==> src/rtl/shift_reg_universal_sipo.sv <==
// Parametrised universal shift register with serial word assembly.
// A completed serial word is copied into PO with a one-cycle PO_VALID pulse.
module shift_reg_universal_sipo #(
  parameter int               WIDTH       = 8,
  parameter logic [WIDTH-1:0] RESET_VALUE = {WIDTH{1'b0}}
) (
  input  logic                     C,
  input  logic                     R,
  input  logic                     CE,
  input  logic [2:0]               MODE,
  input  logic                     SI,
  input  logic [WIDTH-1:0]         PI,
  output logic [WIDTH-1:0]         Q,
  output logic                     SO_L,
  output logic                     SO_R,
  output logic [WIDTH-1:0]         PO,
  output logic                     PO_VALID,
  output logic [$clog2(WIDTH)-1:0] BIT_CNT
);

  localparam int CW = $clog2(WIDTH);
  localparam logic [CW-1:0] LAST_BIT = CW'(WIDTH - 1);

  typedef enum logic [2:0] {
    MODE_HOLD  = 3'b000,
    MODE_SHL   = 3'b001,
    MODE_SHR   = 3'b010,
    MODE_ROL   = 3'b011,
    MODE_ROR   = 3'b100,
    MODE_LOAD  = 3'b101,
    MODE_HOLD6 = 3'b110,
    MODE_HOLD7 = 3'b111
  } mode_e;

  logic [WIDTH-1:0] q_next;
  logic [CW-1:0]    cnt_next;
  logic             word_done;

  always_comb begin
    q_next    = Q;
    cnt_next  = BIT_CNT;
    word_done = 1'b0;
    unique case (mode_e'(MODE))
      MODE_SHL: begin
        q_next    = {Q[WIDTH-2:0], SI};
        word_done = (BIT_CNT == LAST_BIT);
        cnt_next  = word_done ? '0 : BIT_CNT + 1'b1;
      end
      MODE_SHR: begin
        q_next    = {SI, Q[WIDTH-1:1]};
        word_done = (BIT_CNT == LAST_BIT);
        cnt_next  = word_done ? '0 : BIT_CNT + 1'b1;
      end
      MODE_ROL:  q_next = {Q[WIDTH-2:0], Q[WIDTH-1]};
      MODE_ROR:  q_next = {Q[0], Q[WIDTH-1:1]};
      MODE_LOAD: begin
        q_next   = PI;
        cnt_next = '0;
      end
      MODE_HOLD, MODE_HOLD6, MODE_HOLD7: ;
      default: ;
    endcase
  end

  // PO captures the post-shift word so the last serial bit lands in it
  always_ff @(posedge C) begin
    if (R) begin
      Q        <= RESET_VALUE;
      PO       <= '0;
      PO_VALID <= 1'b0;
      BIT_CNT  <= '0;
    end else if (CE) begin
      Q        <= q_next;
      BIT_CNT  <= cnt_next;
      PO_VALID <= word_done;
      if (word_done) PO <= q_next;
    end else begin
      PO_VALID <= 1'b0;
    end
  end

  assign SO_L = Q[WIDTH-1];
  assign SO_R = Q[0];

endmodule

==> config.mk <==
export PLATFORM = sky130hd
export DESIGN_NAME = shift_reg_universal_sipo
export DESIGN_NICKNAME = d
export VERILOG_FILES = /design/src/rtl/shift_reg_universal_sipo.sv
export SDC_FILE = /design/constraint.sdc
export NUM_CORES = 1
export LEC_CHECK = 0
export CAP_MARGIN = 15
export CORE_MARGIN = 2
export CORE_UTILIZATION = 36
export CTS_CLUSTER_SIZE = 30
export DETAILED_ROUTE_END_ITERATION = 7
export PLACE_DENSITY_LB_ADDON = 0.05
export RECOVER_POWER = 25
export SETUP_SLACK_MARGIN = 0.5
export SKIP_CTS_REPAIR_TIMING = 1
export SLEW_MARGIN = 0
export SYNTH_ARGS = -nofsm -noshare
export SYNTH_HDL_FRONTEND = slang
export SYNTH_SLANG_ARGS = --single-unit
==> constraint.sdc <==
create_clock -name C -period 2 [get_ports C]
set_clock_uncertainty 0.15 [all_clocks]
set_input_delay 0.2 -clock C [delete_from_list [all_inputs] [get_ports C]]
set_output_delay 0.2 -clock C [all_outputs]
set_load 0.05 [all_outputs]
==> flow_metrics.tcl, run 1 <==
set metrics [dict create \
    tns_ns 0 \
    cp_max_fo 6 \
    min_from "PO[3]$_SDFFE_PP0P_" \
    fillers 256 \
    routedWlPerCell_um 15.3 \
    met1_usage_pct 25.5 \
    drive_gt1_share_pct 34.8 \
    finalHoldViolations 0 \
    grt_use_met2_pct 27.9 \
    required_ns 2.05 \
    rsz0062_at_grt "true" \
    grt_pass1_wl_um 4820 \
    die_w_um 57.1 \
    worst_slew_pin_slew_ns 0.612 \
    worstPathArrival_ns 1.67 \
    design.core.area_um2 2710 \
    yosys.area.top_type "dfxtp_1" \
    antenna_found_initial 0 \
    yosysSeqAreaShare_pct 39.5 \
    port_buffers 36 \
    grt_busiest_layer "met2" \
    p_leak_nw 0.805 \
    synthArstFlopShare_pct 0 \
    start_util_pct 37.4 \
    fin_crit_ns 1.62 \
    clk_pin_slew_ns 0.12 \
    setup_viol 0 \
    worst_setup_path_start_kind "flip-flop" \
    slew_viol_final 0 \
    synth_cells 114 \
    synth_area_um2 1010 \
    routed_wirelength_um 2900 \
    drt_iter0_drc 37 \
    met3_usage_pct 4.31 \
    ys_seq_elements 20 \
    dp_hpwl_um 1950 \
    routabilityCongestion 0.800 \
    status "completed" \
    root_buffer "clkbuf_4" \
    clock_sinks 20 \
    post-route-period-util_pct 81.1 \
    vias 1044 \
    n_antenna_cell 0 \
    ir_drop_mv 0.558 \
    die_height_um 57.1 \
    hold_depth 2 \
    critPathKind "reg2reg" \
    rows 19 \
    powerDensity_nw_per_um2 594 \
    worstSkewPairLatency_ns 0.30 \
    ys_warn_count 0 \
    synth-edff-count 0 \
    grt_max_degree 22 \
    io_pins 37 \
    layout.cells.non_filler 189 \
    crit_path_end_kind "flip-flop" \
    area_delta_synth_final_pct 61.8 \
    grt_pass1_vias 1033 \
    gr-total-overflow 0 \
    fmax_ghz 0.616 \
    nNetsFinal 176 \
    route.detailed.drc 0 \
    netlist.area_leader.share_pct 39.5 \
    synth_nets 131 \
    synthFlopType "dfxtp_1" \
    drtAntennaViolNets 0 \
    dpl.cell_count 183 \
    r2r-end "PO[5]$_SDFFE_PP0P_" \
    cts_max_path_buffers 2 \
    power_w 0.000976 \
    dr.pass1.iters 4 \
    htreeDepth 1 \
    die_area_um2 3260 \
    hold_path.class "reg2reg" \
    hold_end "PO[3]$_SDFFE_PP0P_" \
    drv_cap 0 \
    r2r_slack_ns 0.38 \
    cts_tree "done" \
    grtUsageTotal_pct 18.3 \
    yosysUniqueCellTypes 32 \
    rr_startpoint "BIT_CNT[1]$_SDFFE_PP0P_" \
    rr_worst_depth 7 \
    numCtsBuffers 3 \
    yosysMostFrequentCell "dfxtp_1" \
    synth_area_per_cell_um2 8.90 \
    synthTopCellsByCount "20 x dfxtp_1, 12 x o22ai_1, 11 x inv_1" \
    vias_per_cell 5.52 \
    slew_headroom_pct 59.4 \
    synthTopCellsByArea "dfxtp_1 39%, o22ai_1 7.4%, a221oi_1 6.9%, o22a_1 5.2%, nand2b_1 4.9%" \
]
==> flip-flops by register name, summed over array words and instances (netlist names) <==
signal and cells:
BIT_CNT 3, PO 8, Q 8, PO_VALID 1
==> metrics by stage <==
stage	utilization [%]	setup slack, ns	hold slack (ns)	cell area, um^2
2_1_floorplan	-	0.445	0.242	1050
3_3_place_gp	54.3	0.107	0.324	1470
3_5_place_dp	54.3	0.0381	0.329	1470
4_1_cts	56.1	0.0756	0.352	1520
5_1_grt	60.6	0.332	0.382	1640
6_report	60.6	0.377	0.358	1640
==> placed cells by master, fill, tap and decap left out, types with 3 or more instances in the layout <==
cell	n
a21oi_1	3
a221oi_1	6
buf_4	12
buf_6	3
clkbuf_1	10
clkbuf_2	3
clkbuf_4	3
clkdlybuf4s50_1	12
dfxtp_1	16
dlymetal6s2s_1	11
inv_1	11
nand2_1	5
nand2b_1	7
o22a_1	6
o22ai_2	11
==> critical path: stages (launching register included) <==
cell	delay, ns
dfxtp_4	0.38
ha_4	0.14
ha_4	0.13
nand2_4	0.05
nor3_4	0.31
buf_4	0.17
buf_6	0.12
o22ai_1	0.07
==> cell type report <==
class,instances,area [um^2],area share [%]
clock buffer,4,47.5,2.90
inverter,12,45.0,2.74
multi-input combinational,71,666,40.5
sequential,20,410,25.0
tap,31,38.8,2.36
timing repair buffer,51,434,26.4
==> routing by layer <==
metal  routed length (um)  up-vias
li1                     -      507
met1                 1290      497
met2                 1390       38
met3                  199        2
met4                   16        0
met5                    0        -
==> where the power goes <==
part	internal, W	switching, W	total [W]
Combinational	0.000105	0.000157	0.000263
Clock	0.000153	0.000127	0.000279
Sequential	0.000413	0.0000208	0.000434
==> worst max-delay path by stage <==
stage / start / slack [ns] / depth (start not counted) / endpoint
6_report: BIT_CNT[1]$_SDFFE_PP0P_ / 0.38 / 7 / PO[5]$_SDFFE_PP0P_
5_1_grt: BIT_CNT[1]$_SDFFE_PP0P_ / 0.33 / 7 / PO[5]$_SDFFE_PP0P_
4_1_cts: Q[7]$_SDFFE_PP0P_ / 0.08 / 1 / Q[7]
3_5_place_dp: MODE[1] / 0.04 / 6 / Q[7]$_SDFFE_PP0P_
3_3_place_gp: MODE[1] / 0.11 / 6 / Q[7]$_SDFFE_PP0P_
2_1_floorplan: BIT_CNT[0]$_SDFFE_PP0P_ / 0.45 / 7 / PO[7]$_SDFFE_PP0P_
==> logic make-up (layout without fill, tap and decap cells) <==
logic type | after synthesis | after routing | synth area share (%)
buffers and inverters | 23 | 67 | 11.2
xor gates and xnor gates | 2 | 2 | 1.73
DFF | 20 | 20 | 39.5
AOI/OAI and AO/OA | 38 | 38 | 28.6
and+or+nand+nor | 29 | 29 | 16.5
adders and majority gates | 2 | 2 | 2.47
No activity file was read; power rests on OpenSTA's default activity.
==> inputs of run 2 (changes only) <==
Clock period 2 ns to 1.4 ns, I/O delays scaled along.
==> run 2 against run 1 <==
The run now ends with negative setup slack left. Flip-flop and latch count did not move. Non-clock buffer count rose by 11. Combinational power rose by 77%. Sequential power rose by 43%. Critical path type unchanged. Largest power group unchanged.
==> flow_metrics.tcl, run 2 (synthesized netlist as in run 1, its figures left out) <==
set metrics [dict create \
    rows 19 \
    critPathKind "reg2reg" \
    drv_cap 0 \
    nNetsFinal 187 \
    die_w_um 57.1 \
    design.core.area_um2 2710 \
    hold_path.class "in2reg" \
    rsz0062_at_grt "true" \
    grt_pass1_vias 1027 \
    cp_max_fo 2 \
    clk_pin_slew_ns 0.11 \
    placed_area_um2 1790 \
    io_pins 37 \
    post-route-period-util_pct 107 \
    routed_wirelength_um 2940 \
    ir_drop_mv 0.798 \
    worst_setup_path_start_kind "flip-flop" \
    layout_common_cells "22 x buf_12, 21 x buf_4, 12 x dfxtp_4" \
    die_area_um2 3260 \
    setup_viol 10 \
    cts_max_path_buffers 2 \
    vias_per_cell 5.44 \
    slew_viol_final 0 \
    start_util_pct 37.4 \
    worstPathArrival_ns 1.58 \
    root_buffer "clkbuf_4" \
    violations "negative setup slack" \
    dp_hpwl_um 2140 \
    hold_depth 4 \
    drtAntennaViolNets 0 \
    fmax_ghz 0.667 \
    drive_gt1_share_pct 52.1 \
    rr_worst_depth 4 \
    final_common_cell "buf_12" \
    gr-total-overflow 0 \
    worst_slew_pin_slew_ns 0.349 \
    numCtsBuffers 3 \
    fin_crit_ns 1.50 \
    grt_max_degree 16 \
    cts_tree "done" \
    status "finished with violations" \
    hold_ws_ns 0.242 \
    slew_headroom_pct 76.7 \
    n_antenna_cell 0 \
    antenna_found_initial 0 \
    grtUsageTotal_pct 17.8 \
    routabilityCongestion 0.833 \
    dr.pass1.iters 4 \
    finalInstanceArea_um2 2000 \
    port_buffers 36 \
    htreeDepth 1 \
    vias 1088 \
    routedWlPerCell_um 14.7 \
    finalHoldViolations 0 \
    worstSkewPairLatency_ns 0.30 \
    die_height_um 57.1 \
    largestRegisters "PO x8, Q x8, BIT_CNT x3" \
    drt_iter0_drc 30 \
    crit_path_end_kind "flip-flop" \
    powerDensity_nw_per_um2 776 \
    fin_util_pct 73.9 \
    area_delta_synth_final_pct 97.3 \
    clock_sinks 20 \
    required_ns 1.48 \
    grt_pass1_wl_um 4620 \
    worst_slack_ns -0.0981 \
    tns_ns -0.789 \
    p_leak_nw 0.828 \
    route.detailed.drc 0 \
]
-- run 2: final timing paths --
path	start	end	slack, ns
max	BIT_CNT[1]$_SDFFE_PP0P_	BIT_CNT[0]$_SDFFE_PP0P_	-0.1
min	SI	PO[0]$_SDFFE_PP0P_	0.24
max reg2reg	BIT_CNT[1]$_SDFFE_PP0P_	BIT_CNT[0]$_SDFFE_PP0P_	-0.1
min reg2reg	PO[4]$_SDFFE_PP0P_	PO[4]$_SDFFE_PP0P_	0.37
-- run 2: cell type report --
cell class	count	area, um^2
inverter	12	45.0
fill	189	708
multi-input combinational	71	607
clock buffer	3	22.5
clock inverter	1	30.0
tap	31	38.8
sequential	20	454
timing repair buffer	62	805
-- run 2: through the flow --
step / setup slack (ns) / total power, W / instances
after floorplan: -0.145 / 0.000873 / 114
after global routing: -0.142 / 0.00162 / 200
final: -0.0981 / 0.00155 / 200
after CTS: -0.296 / 0.00156 / 195
after global placement: -0.563 / 0.00108 / 191
after detailed placement: -0.586 / 0.00109 / 191
-- run 2: critical path, cell delays in order (launching register included) --
cell	delay [ns]
dfxtp_4	0.37
ha_4	0.16
ha_4	0.16
or4_1	0.40
a21oi_1	0.18
-- run 2: power by group --
group | internal (W) | switching [W]
clock network | 0.000289 | 0.000176
logic | 0.000238 | 0.000226
registers | 0.000584 | 0.0000379
-- run 2: metal layers --
metal | track usage, % | routed length (um) | up-vias
met3 | 5.22 | 201 | 11
met4 | 5.65 | 74 | 0
met1 | 23.2 | 1260 | 508
met5 | 0 | 0 | -
met2 | 28.6 | 1410 | 42
li1 | - | - | 527
==> variant 1: new RTL, settings of run 1 <==
`WIDTH`: 8 -> 16.
--- a/src/rtl/shift_reg_universal_sipo.sv
+++ b/src/rtl/shift_reg_universal_sipo.sv
@@ -1,7 +1,7 @@
 // Parametrised universal shift register with serial word assembly.
 // A completed serial word is copied into PO with a one-cycle PO_VALID pulse.
 module shift_reg_universal_sipo #(
-  parameter int               WIDTH       = 8,
+  parameter int               WIDTH       = 16,
   parameter logic [WIDTH-1:0] RESET_VALUE = {WIDTH{1'b0}}
 ) (
   input  logic                     C,
Interface: changed (resized BIT_CNT, PI, PO and Q); port bits go from 37 to 62. No check against the original RTL was run, so the function may have changed too.
==> variant 1 against run 1 <==
  * Area after synthesis up 87%
  * Routed wire length increased by 110%
  * Count of clock-buffer cells in the layout increased by 2
  * Sequential cell count grew 17
  * Via count increased by 100%
  * Worst setup slack got worse by 0.29 ns
  * Power rose by 89%
  * Cell area grew 74%
==> variant 1: results (changes against run 1) <==
\begin{tabular}{lr}
\hline
Metric & Value \\
\hline
\multicolumn{2}{l}{\textbf{Outcome}} \\
Run status & complete, no violations (unchanged) \\
\multicolumn{2}{l}{\textbf{STA}} \\
Hold WS & 0.306 ns (was 0.358 ns) \\
Slew @ Worst Pin & 0.599 ns (was 0.612 ns) \\
\multicolumn{2}{l}{\textbf{Place}} \\
Post-DP Area & 2670 µm² (was 1470 µm²) \\
Half-perimeter wire length of the detailed placement result & 3.81 mm (was 1.95 mm) \\
Placer's final routability congestion estimate & 0.743 (was 0.800) \\
\multicolumn{2}{l}{\textbf{Setup path}} \\
Signal arrival time at the worst endpoint & 1.98 ns (was 1.67 ns) \\
Slowest cell on the critical path & or3b\_4 (was dfxtp\_4) \\
Crit path max-delay family & simple AND/OR/NAND/NOR gates (was flip-flops) \\
Flop2flop setup slack & 0.09 ns (was 0.38 ns) \\
Longest individual stage delay on the worst path & 0.44 ns (was 0.38 ns) \\
\multicolumn{2}{l}{\textbf{Clock network}} \\
Worst-path clk slew & 0.07 ns (was 0.12 ns) \\
Clock buffers created by TritonCTS & 5 (was 3) \\
Clk root buf & clkbuf\_8 (was clkbuf\_4) \\
Number of H-tree levels & 2 (was 1) \\
\multicolumn{2}{l}{\textbf{Routing}} \\
Total vias in the final route & 2,095 (was 1,044) \\
Total wire length after detailed routing & 6.18 mm (was 2.90 mm) \\
\multicolumn{2}{l}{\textbf{GRT}} \\
Pin count of the biggest net entering global routing & 30 (was 22) \\
Global-route wire length before repair & 9.18 mm (was 4.82 mm) \\
Via count of the first global-routing pass & 1,797 (was 1,033) \\
\multicolumn{2}{l}{\textbf{Layout}} \\
Footprint of the flip-flops and latches & 754 µm² (was 410 µm²) \\
Post-route cell area & 2850 µm² (was 1640 µm²) \\
Area taken by multi-input logic gates & 1010 µm² (was 666 µm²) \\
Filler instances & 503 (was 256) \\
Clkbuf count & 6 (was 4) \\
Number of multi-input combinational cells in the layout & 146 (was 71) \\
Registers with the most flip-flops & PO: 16 flops, Q: 16 flops, BIT\_CNT: 4 flops (was PO: 8 flops, Q: 8 flops, BIT\_CNT: 3 flops) \\
Share of final-layout standard cells stronger than drive strength 1 & 17.5\% (was 34.8\%) \\
\multicolumn{2}{l}{\textbf{Yosys}} \\
Ranking of synthesized cells by area & dfxtp\_1 (39\%), a221o\_1 (7.4\%), a221oi\_1 (7.4\%), o2bb2ai\_1 (6.5\%), a21oi\_1 (5.3\%) (was dfxtp\_1 (39\%), o22ai\_1 (7.4\%), a221oi\_1 (6.9\%), o22a\_1 (5.2\%), nand2b\_1 (4.9\%)) \\
Synthesized instance count & 229 (was 114) \\
Most common library cells after synthesis & dfxtp\_1 (37), nor2\_1 (22), inv\_1 (21) (was dfxtp\_1 (20), o22ai\_1 (12), inv\_1 (11)) \\
Count of distinct cell types in the synthesized netlist & 35 (was 32) \\
Net Count, Synth & 253 (was 131) \\
\multicolumn{2}{l}{\textbf{Floorplan}} \\
Inserted tap cell count & 70 (was 31) \\
\multicolumn{2}{l}{\textbf{Power}} \\
Total leakage power & 1.35 nW (was 0.805 nW) \\
\hline
\end{tabular}
variant 1: layer usage:
layer / share of wire (%) / GRT usage [%]
met3: 6.9 / 5.45
met2: 47 / 30.0
met1: 45 / 26.4
met5: 0 / 0
met4: 0.61 / 5.27
variant 1: power groups by stage:
stage | registers, mW | clock network, mW | logic [mW]
after floorplan | 0.914 | 0 | 0.193
after global placement | 0.826 | 0 | 0.459
after detailed placement | 0.825 | 0 | 0.459
after CTS | 0.808 | 0.592 | 0.462
after global routing | 0.813 | 0.621 | 0.486
final | 0.807 | 0.581 | 0.453
variant 1: final timing paths:
path / from / endpoint / cells after the start
worst max-delay path: BIT_CNT[0] / PO[2] / 6
worst min-delay path: PO[9] / PO[9] / 2
worst max register to register: BIT_CNT[0] / PO[2] / 6
worst min register to register: PO[9] / PO[9] / 2
==> variant 2: new RTL, settings of run 1 <==
Without the edit above. Add an input register stage for `R`, `CE`, `MODE`, `SI` and `PI`, without a reset; this delays them by one clock.
--- a/src/rtl/shift_reg_universal_sipo.sv
+++ b/src/rtl/shift_reg_universal_sipo.sv
@@ -32,6 +32,20 @@
     MODE_HOLD7 = 3'b111
   } mode_e;
 
+  logic R_q;
+  logic CE_q;
+  logic [2:0] MODE_q;
+  logic SI_q;
+  logic [WIDTH-1:0] PI_q;
+
+  always_ff @(posedge C) begin
+    R_q    <= R;
+    CE_q   <= CE;
+    MODE_q <= MODE;
+    SI_q   <= SI;
+    PI_q   <= PI;
+  end
+
   logic [WIDTH-1:0] q_next;
   logic [CW-1:0]    cnt_next;
   logic             word_done;
@@ -40,21 +54,21 @@
     q_next    = Q;
     cnt_next  = BIT_CNT;
     word_done = 1'b0;
-    unique case (mode_e'(MODE))
+    unique case (mode_e'(MODE_q))
       MODE_SHL: begin
-        q_next    = {Q[WIDTH-2:0], SI};
+        q_next    = {Q[WIDTH-2:0], SI_q};
         word_done = (BIT_CNT == LAST_BIT);
         cnt_next  = word_done ? '0 : BIT_CNT + 1'b1;
       end
       MODE_SHR: begin
-        q_next    = {SI, Q[WIDTH-1:1]};
+        q_next    = {SI_q, Q[WIDTH-1:1]};
         word_done = (BIT_CNT == LAST_BIT);
         cnt_next  = word_done ? '0 : BIT_CNT + 1'b1;
       end
       MODE_ROL:  q_next = {Q[WIDTH-2:0], Q[WIDTH-1]};
       MODE_ROR:  q_next = {Q[0], Q[WIDTH-1:1]};
       MODE_LOAD: begin
-        q_next   = PI;
+        q_next   = PI_q;
         cnt_next = '0;
       end
       MODE_HOLD, MODE_HOLD6, MODE_HOLD7: ;
@@ -64,12 +78,12 @@
 
   // PO captures the post-shift word so the last serial bit lands in it
   always_ff @(posedge C) begin
-    if (R) begin
+    if (R_q) begin
       Q        <= RESET_VALUE;
       PO       <= '0;
       PO_VALID <= 1'b0;
       BIT_CNT  <= '0;
-    end else if (CE) begin
+    end else if (CE_q) begin
       Q        <= q_next;
       BIT_CNT  <= cnt_next;
       PO_VALID <= word_done;
Formal check against the unedited RTL: not equivalent (a bounded check fails within 4 cycles, from zero or initial values).
==> variant 2 against run 1 <==
  * Area after synthesis rose by 24%
  * Worst hold slack got worse by 0.11 ns
  * Critical endpoint is now BIT_CNT[0]
  * Worst setup slack improved by 0.087 ns
  * Routed wire length rose by 0.90%
  * Cell area rose by 12%
  * Die area rose by 22%
  * Sequential cell count rose by 14
  * Power rose by 55%
==> variant 2: results (changes against run 1) <==
\begin{tabular}{lr}
\hline
Metric & Value \\
\hline
\multicolumn{2}{l}{\textbf{Outcome}} \\
Run status & complete, no violations (unchanged) \\
\multicolumn{2}{l}{\textbf{Place}} \\
Placed Cells incl. Taps & 188 (was 183) \\
Worst slack at placement & 0.288 ns (was 0.0381 ns) \\
\multicolumn{2}{l}{\textbf{Setup path}} \\
Signal arrival time at the worst endpoint & 1.63 ns (was 1.67 ns) \\
Number of cell instances on the worst register-to-register path & 5 (was 7) \\
\multicolumn{2}{l}{\textbf{Yosys}} \\
Most common library cells after synthesis & dfxtp\_1 (34), inv\_1 (10), a221oi\_1 (8), o2bb2ai\_1 (8) (was dfxtp\_1 (20), o22ai\_1 (12), inv\_1 (11)) \\
Count of distinct cell types in the synthesized netlist & 31 (was 32) \\
Mean instance size in the synthesized netlist & 11.1 µm² (was 8.90 µm²) \\
Seq/Total Area, Yosys & 54.1\% (was 39.5\%) \\
Net Count, Synth & 130 (was 131) \\
\multicolumn{2}{l}{\textbf{GRT}} \\
Total Routing Usage GR & 14.8\% (was 18.3\%) \\
Pin count of the biggest net entering global routing & 13 (was 22) \\
Global-route wire length before repair & 4.46 mm (was 4.82 mm) \\
\multicolumn{2}{l}{\textbf{Clock network}} \\
Clock latency at the later pin of the worst-skew pair & 0.35 ns (was 0.30 ns) \\
Number of H-tree levels & 2 (was 1) \\
Clock buffers created by TritonCTS & 5 (was 3) \\
\multicolumn{2}{l}{\textbf{Power}} \\
Maximum vdd drop & 0.466 mV (was 0.558 mV) \\
Total leakage power & 0.787 nW (was 0.805 nW) \\
\multicolumn{2}{l}{\textbf{Layout}} \\
Share of final-layout standard cells stronger than drive strength 1 & 43.8\% (was 34.8\%) \\
Registers with the most flip-flops & PI\_q: 8 flops, PO: 8 flops, Q: 8 flops (was PO: 8 flops, Q: 8 flops, BIT\_CNT: 3 flops) \\
\multicolumn{2}{l}{\textbf{Routing}} \\
Via-to-Cell Ratio & 5.11 (was 5.52) \\
Per-cell routed wire length & 14.2 µm (was 15.3 µm) \\
Total vias in the final route & 1,053 (was 1,044) \\
Number of DRC violations after detailed-routing iteration 0 & 33 (was 37) \\
\multicolumn{2}{l}{\textbf{Hold path}} \\
Worst Hold Class & in -> reg (was reg -> reg) \\
Hold Path Stages & 1 (was 2) \\
\multicolumn{2}{l}{\textbf{STA}} \\
Slew @ Worst Pin & 0.502 ns (was 0.612 ns) \\
\hline
\end{tabular}
## variant 2: cell types whose count changed in the layout (fill, tap and decap cells not counted), sizes merged, moves of 6 or more
cell,before,now
dfxtp,20,34
dlygate4sd3,0,14
clkbuf,17,25
o2bb2ai,0,8
o22ai,12,6
dlymetal6s2s,11,1
clkdlybuf4s50,12,0
## variant 2: where the power goes
group / internal [mW] / total (mW) / switching [mW]
clock network: 0.262 / 0.507 / 0.245
logic: 0.109 / 0.258 / 0.148
registers: 0.707 / 0.747 / 0.0404
## variant 2: area by class of cell
| class | instances | area (µm²) |
|---|---|---|
| clock buffer | 5 | 37.5 |
| clock inverter | 3 | 45.0 |
| fill | 317 | 1490 |
| inverter | 11 | 45.0 |
| multi-input combinational | 60 | 596 |
| sequential | 34 | 698 |
| tap | 46 | 57.6 |
| timing repair buffer | 47 | 365 |
## variant 2: stage by stage
step	cell area, µm²	utilization, %	setup TNS [ns]
global route	1840	55.3	0
CTS	1720	51.5	-0.00170
floorplan	1260	-	0
detailed placement	1640	49.0	0
global placement	1640	49.0	0
finish	1840	55.3	0
## variant 2: kinds of logic (layout without fill, tap and decap cells)
| kind of cell | count (synthesis) | count (layout) | synth area share [%] |
|---|---|---|---|
| xor+xnor | 2 | 2 | 1.99 |
| simple gates | 14 | 14 | 8.45 |
| compound gates | 42 | 42 | 26.1 |
| flops | 34 | 34 | 54.1 |
| fa+ha+maj | 2 | 2 | 1.99 |
| buf+inv | 19 | 66 | 7.36 |
## variant 2: path summary, 6_finish.rpt
| path | slack [ns] | start | to |
|---|---|---|---|
| setup / recovery | 0.46 | MODE_q[2] | BIT_CNT[0] |
| hold / removal | 0.25 | MODE[2] | MODE_q[2] |
| setup reg to reg | 0.46 | MODE_q[2] | BIT_CNT[0] |
| hold reg to reg | 0.32 | PO[5] | PO[5] |
## variant 2: layer usage
layer	wire, µm	vias to the layer above	track usage (%)	part of all wire, %
met1	1300	500	20.0	44
met5	0	-	0	0
met2	1390	37	20.6	48
met3	171	7	5.89	5.8
li1	-	509	-	-
met4	61	0	6.67	2.1
## variant 2: critical path, stage by stage, from the launching register on
cell and delay, ns:
dfxtp_4 0.38, buf_8 0.14, or3b_1 0.37, o21ai_2 0.08, a21oi_2 0.09, a22o_1 0.24
